$ cat config.mk
export PLATFORM = sky130hd
export DESIGN_NAME = pipeline_hazard_ctrl
export DESIGN_NICKNAME = d
export VERILOG_FILES = /design/src/rtl/pipeline_hazard_ctrl_pkg.sv /design/src/rtl/pipeline_hazard_ctrl_hazard_detect.sv /design/src/rtl/pipeline_hazard_ctrl.sv
export SDC_FILE = /design/constraint.sdc
export NUM_CORES = 1
export LEC_CHECK = 0
export ABC_AREA = 1
export CORE_UTILIZATION = 44
export CTS_CLUSTER_DIAMETER = 50
export DETAILED_ROUTE_END_ITERATION = 10
export HOLD_SLACK_MARGIN = 0.02
export PLACE_DENSITY_LB_ADDON = 0.25
export SYNTH_ARGS = -nofsm -noshare
export SYNTH_HDL_FRONTEND = slang
export SYNTH_SLANG_ARGS = --single-unit
$ cat constraint.sdc
create_clock -name clk -period 1.4 [get_ports clk]
set_input_delay 0.28 -clock clk [delete_from_list [all_inputs] [get_ports clk]]
set_output_delay 0.28 -clock clk [all_outputs]
set_load 0.02 [all_outputs]
$ cat src/rtl/pipeline_hazard_ctrl_pkg.sv
// Shared definitions for the pipeline stall/flush scheduler.
package pipeline_hazard_ctrl_pkg;

    localparam int DEF_REG_ADDR_W = 5;

    typedef enum logic [1:0] {
        RUN      = 2'd0,
        BR_FLUSH = 2'd1,
        MEM_WAIT = 2'd2
    } hz_state_t;

    typedef enum logic [1:0] {
        BR_NONE = 2'd0,
        BR_JMP  = 2'd1,
        BR_BEQ  = 2'd2,
        BR_BNE  = 2'd3
    } is_br_t;

endpackage

$ cat src/rtl/pipeline_hazard_ctrl_hazard_detect.sv
// Load-use hazard compare between the ID-stage sources and an EX-stage load.
module hazard_detect #(
    parameter int REG_ADDR_W = pipeline_hazard_ctrl_pkg::DEF_REG_ADDR_W
) (
    input  logic [REG_ADDR_W-1:0] src1,
    input  logic [REG_ADDR_W-1:0] src2,
    input  logic                  use_src2,
    input  logic [REG_ADDR_W-1:0] dest,
    input  logic                  mem_read,
    output logic                  hit
);

    // Register 0 is hard-wired, so a load targeting it never creates a dependency.
    always_comb begin
        hit = mem_read && (dest != '0) &&
              ((dest == src1) || (use_src2 && (dest == src2)));
    end

endmodule

$ cat src/rtl/pipeline_hazard_ctrl.sv
// Stall/flush scheduler: load-use interlock, taken-branch flush, data-memory wait.
module pipeline_hazard_ctrl
    import pipeline_hazard_ctrl_pkg::*;
#(
    parameter int REG_ADDR_W  = DEF_REG_ADDR_W,
    parameter int BR_PENALTY  = 1,
    parameter int MEM_TIMEOUT = 16,
    parameter int CNT_W       = 16
) (
    input  logic                  clk,
    input  logic                  rst,
    input  logic [REG_ADDR_W-1:0] id_src1,
    input  logic [REG_ADDR_W-1:0] id_src2,
    input  logic                  id_use_src2,
    input  logic [REG_ADDR_W-1:0] ex_dest,
    input  logic                  ex_mem_read,
    input  logic                  ex_br_taken,
    input  logic                  mem_access,
    input  logic                  mem_ready,
    output logic                  freeze_pc,
    output logic                  freeze_if_id,
    output logic                  flush_if_id,
    output logic                  bubble_id_ex,
    output logic                  freeze_ex_mem,
    output logic                  mem_err,
    output logic [CNT_W-1:0]      stall_cnt
);

    localparam logic [1:0] BR_CNT_INIT = 2'(BR_PENALTY - 1);
    // wait_cnt holds the stall cycles already completed, so the current cycle is
    // number wait_cnt+1; the wait aborts on the MEM_TIMEOUT-th frozen cycle.
    localparam logic [7:0] WAIT_LAST   = 8'(MEM_TIMEOUT - 1);

    hz_state_t  state;
    logic [1:0] br_cnt;
    logic [7:0] wait_cnt;
    logic       hit;
    logic       mem_wait;

    hazard_detect #(
        .REG_ADDR_W(REG_ADDR_W)
    ) u_hazard_detect (
        .src1     (id_src1),
        .src2     (id_src2),
        .use_src2 (id_use_src2),
        .dest     (ex_dest),
        .mem_read (ex_mem_read),
        .hit      (hit)
    );

    // A pending access stalls from RUN, and also preempts an ongoing branch flush.
    always_comb begin
        mem_wait = (state == MEM_WAIT) || (mem_access && !mem_ready);
    end

    // Per-cycle strobes; priority is memory wait, then branch flush, then load-use.
    always_comb begin
        freeze_pc     = 1'b0;
        freeze_if_id  = 1'b0;
        flush_if_id   = 1'b0;
        bubble_id_ex  = 1'b0;
        freeze_ex_mem = 1'b0;
        if (rst) begin
            if (mem_wait) begin
                freeze_pc     = 1'b1;
                freeze_if_id  = 1'b1;
                freeze_ex_mem = 1'b1;
            end else if (state == BR_FLUSH || ex_br_taken) begin
                flush_if_id  = 1'b1;
                bubble_id_ex = 1'b1;
            end else if (hit) begin
                freeze_pc    = 1'b1;
                freeze_if_id = 1'b1;
                bubble_id_ex = 1'b1;
            end
        end
    end

    // Scheduler state, flush/wait counters, sticky error and stall statistics.
    always_ff @(posedge clk or negedge rst) begin
        if (!rst) begin
            state     <= RUN;
            br_cnt    <= '0;
            wait_cnt  <= '0;
            mem_err   <= 1'b0;
            stall_cnt <= '0;
        end else begin
            if (freeze_pc && (stall_cnt != '1))
                stall_cnt <= stall_cnt + 1'b1;
            unique case (state)
                RUN: begin
                    if (mem_wait) begin
                        state    <= MEM_WAIT;
                        wait_cnt <= 8'd1;
                    end else if (ex_br_taken && (BR_PENALTY > 1)) begin
                        state  <= BR_FLUSH;
                        br_cnt <= BR_CNT_INIT;
                    end
                end
                BR_FLUSH: begin
                    if (mem_wait) begin
                        state    <= MEM_WAIT;
                        wait_cnt <= 8'd1;
                    end else if (br_cnt == 2'd1) begin
                        state <= RUN;
                    end else begin
                        br_cnt <= br_cnt - 2'd1;
                    end
                end
                MEM_WAIT: begin
                    if (mem_ready) begin
                        state <= RUN;
                    end else if (wait_cnt == WAIT_LAST) begin
                        mem_err <= 1'b1;
                        state   <= RUN;
                    end else begin
                        wait_cnt <= wait_cnt + 8'd1;
                    end
                end
                default: state <= RUN;
            endcase
        end
    end

endmodule

# After elaboration in Yosys (flattened, before gate mapping)
# Index checks and enable logic that the tools add are counted.
# totals
in_bits,22
ff_bits,29
elab_cells,63
# op_classes
eq_ne,13
add_sub_neg,3
n_reduce_logical,17
muxes,22
bitwise_logic,3
# ops
cell,n
$mux 8,3
$add 16x1->16 const B,1
$ne 16x16->1 const B,1
$pmux 8 s2,1
$mux 1,12
$eq 5x5->1,2
$mux 2,5
$reduce_and 3->1,3
$add 8x1->8 const B,1
$eq 8x4->1 const B,1
$ne 2x2->1 const B,3
$ne 3x2->1 const B,2
$pmux 2 s3,1
$logic_and 1x1->1,5
$reduce_bool 5->1,1
$eq 2x1->1 const B,2
$reduce_and 4->1,1
$logic_or 1x1->1,3
$not 1->1,3
$eq 2x2->1 const B,1
$logic_not 2->1,1
$ne 2x1->1 const B,1
$reduce_bool 2->1,1
$reduce_or 2->1,1
other kinds (2),2

# Logic depth before layout (Yosys ltp)
# logic_depth
depth_word,9
ltp_mapped,12
depth_no_buf,11

# Cells and area by module
# A second synthesis with hierarchy kept.
# hier_totals
cells_unflattened,295
area_unflattened_um2,1903.1
# modules_own_cells
module,cells_per_inst,instances,area_each_um2,seq_area_each_um2
pipeline_hazard_ctrl,243,1,1696.6,650.6
hazard_detect,52,1,206.4,0.0

# Least setup slack after synthesis
# OpenSTA, ideal clock, no wires.
# synth_path
kind,register to register
from,reg stall_cnt[0]
to,reg stall_cnt[6]
stages_incl_launch_ff,10
arrival_ns,1.552
path_buffers,1
synth_period_minus_slack_ns,1.670
required_time_ns,1.282
path_slack_ns,-0.270
cell_sequence,dfrtp_1 -> ha_1 -> nand3_2 -> nor2_4 -> nand3b_2 -> nor2_4 -> inv_2 -> buf_6 -> nand3_1 -> nand2_1
# synth_via
elab_chain_len,2
# synth_rtl
item,line_no,rtl
from (decl),pipeline_hazard_ctrl.sv:26,output logic [CNT_W-1:0] stall_cnt
from (signal assigned),pipeline_hazard_ctrl.sv:89,stall_cnt <= stall_cnt + 1'b1;
branches (longest 2 deep; another with $add 16x1->16),n/a,
# Several ways; the timed one is not identified.
# A chain may end at the register's enable or synchronous reset.

# Worst setup path in the final report
# layout_path
from,reg state[1]
to,out bubble_id_ex
# layout_via
elab_chain_len,5
# layout_rtl
item,line_no,rtl
from (decl),pipeline_hazard_ctrl.sv:34,hz_state_t state;
from (signal assigned),pipeline_hazard_ctrl.sv:82,state <= RUN;
from (signal assigned),pipeline_hazard_ctrl.sv:93,state <= MEM_WAIT;
from (signal assigned),pipeline_hazard_ctrl.sv:96,state <= BR_FLUSH;
$eq 2x1->1,pipeline_hazard_ctrl.sv:68,end else if (state == BR_FLUSH || ex_br_taken) begin
$logic_or 1x1->1,pipeline_hazard_ctrl.sv:68,
$mux 1,pipeline_hazard_ctrl.sv:68,
$mux 1 (*),pipeline_hazard_ctrl.sv:64,if (mem_wait) begin
$mux 1 (*),pipeline_hazard_ctrl.sv:63,if (rst) begin
to (decl),pipeline_hazard_ctrl.sv:23,"output logic bubble_id_ex,"
# Mark *: on every way between the ends. The rest lies on a longest branch, timed or not.

==> impl_summary.md <==
Synth
The biggest area contributor in the post-synthesis netlist is sky130_fd_sc_hd__dfrtp_1. The register area share after synthesis is 37.0%. The number of unique standard cell types used by synthesis is 24. Summing every instance area after synthesis gives 1760 µm². By area the synthesized netlist is led by sky130_fd_sc_hd__dfrtp_1, sky130_fd_sc_hd__nand2_1, sky130_fd_sc_hd__inv_1. Synthesis handed over a netlist of 255 instances. In the synthesized netlist the dominant register cell turns out to be sky130_fd_sc_hd__dfrtp_1. After synthesis, the share of flip-flops with an asynchronous set or reset is 100%. Of the post-synthesis cell area, the part taken by muxes is 0%. The post-synthesis share of cell area spent on xor and xnor gates is 6.98%. The simple logic cell fraction of the synthesized area is 39.2%. The net count after synthesis is 279. The average footprint of a synthesized cell is 6.89 µm². Ranked by instance count, the synthesized netlist is headed by sky130_fd_sc_hd__nand2_1, sky130_fd_sc_hd__inv_1, sky130_fd_sc_hd__dfrtp_1, sky130_fd_sc_hd__nand3_1, sky130_fd_sc_hd__nor2_1. The share of the synthesized area in compound gates (AO/OA/AOI/OAI) is 4.63%. The main combinational cell family by area after synthesis is simple AND/OR/NAND/NOR gates. For this run, the number of Yosys warnings is 0. The flip-flop and latch count after synthesis is 26. The number of enable flip-flop cells after synthesis is 0. The fraction of post-synthesis cell area in the top cell type by area is 37.0%. After Yosys synthesis, full adders, half adders and majority gates account for 1.42% of the synthesized area. The most frequently used cell type in the post-synthesis netlist is sky130_fd_sc_hd__nand2_1.

Routing
The number of design-rule violations left by the first detailed-router iteration is 96. The routed via count divided by cell count is 4.96. The average wire per standard cell is 12.9 µm. The antenna violation net count after detailed routing is 0. After detailed routing, the total wire length is 5230 µm. The pre-antenna-repair detailed-routing pass consisted of 6 iterations.

For this run, design rule violations remaining after detail routing come to 0. The final route contains 2009 vias.

Timing
The setup-violating endpoint count in the final report is 24. The count of final hold-check violations was 0. In the post-route analysis, the smallest setup slack over all paths is -0.129 ns.

Measured against its own limit, the worst slew margin works out to 77.3%. The total count of max-transition violations in the final report is 0. Setup repair after global routing could not meet its margin everywhere. Between clock sinks in the finished design, the worst skew comes to 0.00795 ns. The minimum clock period after layout is 1.53 ns. Across all hold checks on the routed design, the worst slack comes to 0.321 ns. The share of the clock period used by the worst path is 109%.

Timing would allow up to 654 MHz. The actual slew at the worst max-slew pin is 0.340 ns.

Final layout
Fill cells in the final layout number 283. The area of all sequential standard cells is 656 µm². Of the cells placed in the final design, the portion with a size suffix greater than 1 is 43.7%. 0 antenna diodes ended up in the layout. The final standard cell count with taps included and fillers excluded is 405. The area growth from synthesis to final layout is 66.5%.

The final-stage net count is 382. In the final layout, the multi-input gates occupy 1190 µm².

GRT
The aggregate global-route resource usage is 23.9%. The sum of overflow across all layers after global routing is 0. The first global-routing pass estimated 7970 µm of wire.

The pin count of the biggest net entering global routing is 27. The initial antenna violation count came to 0. The number of global-route vias before repair is 1859.

Critical path
The largest fanout of any net on the critical path is 3. The worst setup path startpoint is state[1]. The worst setup path is launched from a flip-flop. The endpoint of the most critical register-to-register path is stall_cnt[5]. The critical path ends at bubble_id_ex.

The worst reg2reg path startpoint is stall_cnt[1]. The worst-case register-to-register setup slack is -0.09 ns. The category of the most critical setup path is reg2out. The worst setup path is captured at a primary output. The number of cells on the worst reg-to-reg path is 9. Data on the critical path is required at its endpoint by 1.12 ns. The data arrival at the endpoint of the critical path is 1.25 ns.

Status
The final reports fail on setup timing. The flow ran to the end, but the final reports show violations.

Placement
In this run, placement finished with an instance count of 386. The total half-perimeter wirelength after legalization and detailed placement is 3450 µm. The count of port buffers added during placement is 43. The routability-driven placement congestion ratio is 0.821.

Power
In this run the static leakage power is 0.00159 µW. IR analysis of the VDD net gives a maximum drop of 0.576 mV. Power comes to 2430 µW.

The total power per unit cell area is 830 nW/µm².

Clock tree
The H-tree depth is 1. The CTS buffer count is 3. The CTS tree is done. The clock-pin slew reported for the worst setup and hold paths after clock tree synthesis is 0.10 ns. The clock net in this run drives a total of 26 sinks. The number of hold buffers added after CTS was 0. The later pin in the worst-skew pair is clocked with a latency of 0.28 ns.

The cell chosen for the clock root is sky130_fd_sc_hd__clkbuf_8. No sink is reached through more buffers than the 2 on the longest clock path.

Floorplan
In this run the standard cell core region covers 3740 µm². 44 I/O pins were placed. The number of placement rows is 22.

The y dimension of the die is 65.2 µm. Once the floorplan was initialized, standard cells occupied 46.9% of the core. The area enclosed by the die boundary is 4250 µm². The die width is 65.2 µm.

Job
The count of max-cap constraint violations is 0.

Min path
The worst hold path belongs to the class in2async.
registers in the layout, indices dropped and copies added, names as in the netlist:
name / flops
stall_cnt: 16
wait_cnt: 8
mem_err: 1
state: 1
stage by stage:
stage | TNS [ns] | setup slack (ns) | cell area (µm²) | util [%]
global route | -3.31 | -0.183 | 2930 | 78.1
global placement | -15.18 | -0.926 | 2640 | 70.4
CTS | -1.55 | -0.105 | 2850 | 76.0
floorplan | -1.85 | -0.148 | 1860 | -
detailed placement | -15.79 | -0.936 | 2640 | 70.4
finish | -1.35 | -0.129 | 2930 | 78.1
cells in the final DEF (no fill, tap or decap), drive strengths merged, types with 7 or more instances in the layout:
cell type,instances
nand4,7
dlygate4sd2,15
inv,37
dfrtp,26
nand2,92
o21ai,8
xor2,9
buf,76
clkbuf,13
nor2,23
nand3,27
power by group:
| part | total (µW) | switching [µW] | internal, µW |
|---|---|---|---|
| Combinational | 965 | 500 | 465 |
| Clock | 502 | 250 | 252 |
| Sequential | 960 | 115 | 845 |
| Total | 2430 | 865 | 1560 |
final cells by class:
class	instances	share of cell area, %
Clock buffer	4	1.88
Inverter	37	5.00
Multi-Input combinational cell	187	40.7
Sequential cell	26	22.4
Tap cell	48	2.05
Timing Repair Buffer	103	28.0
worst min path at each step:
| stage | from | to |
|---|---|---|
| 5_1_grt | rst | stall_cnt[6] |
| 6_report | rst | stall_cnt[6] |
| 3_3_place_gp | mem_err | mem_err |
| 2_1_floorplan | rst | mem_err |
| 3_5_place_dp | mem_err | mem_err |
| 4_1_cts | rst | stall_cnt[6] |
cell families after synthesis:
logic type,after synthesis
flops,26
simple gates,155
compound gates,15
fa+ha+maj,2
buf+inv,43
xor+xnor,14
critical path: stages (launching register included):
cell                      delay, ns
sky130_fd_sc_hd__dfrtp_1       0.40
sky130_fd_sc_hd__a21oi_2       0.11
sky130_fd_sc_hd__buf_4         0.14
sky130_fd_sc_hd__nand2_1       0.05
sky130_fd_sc_hd__nor2_1        0.13
sky130_fd_sc_hd__buf_4         0.16
per-layer routing:
layer / track usage, % / routed length (µm)
met5: 0 / 0
met3: 3.13 / 180
met4: 4.08 / 106
met2: 46.3 / 2810
met1: 27.8 / 2130
timing repair:
action	in CTS	in global routing
gates cloned	1	0
buffers inserted	9	8
resized for setup	148	45
endpoints found under the setup margin	46	36
pin swaps	37	26
(Power assumes the default switching activity.)
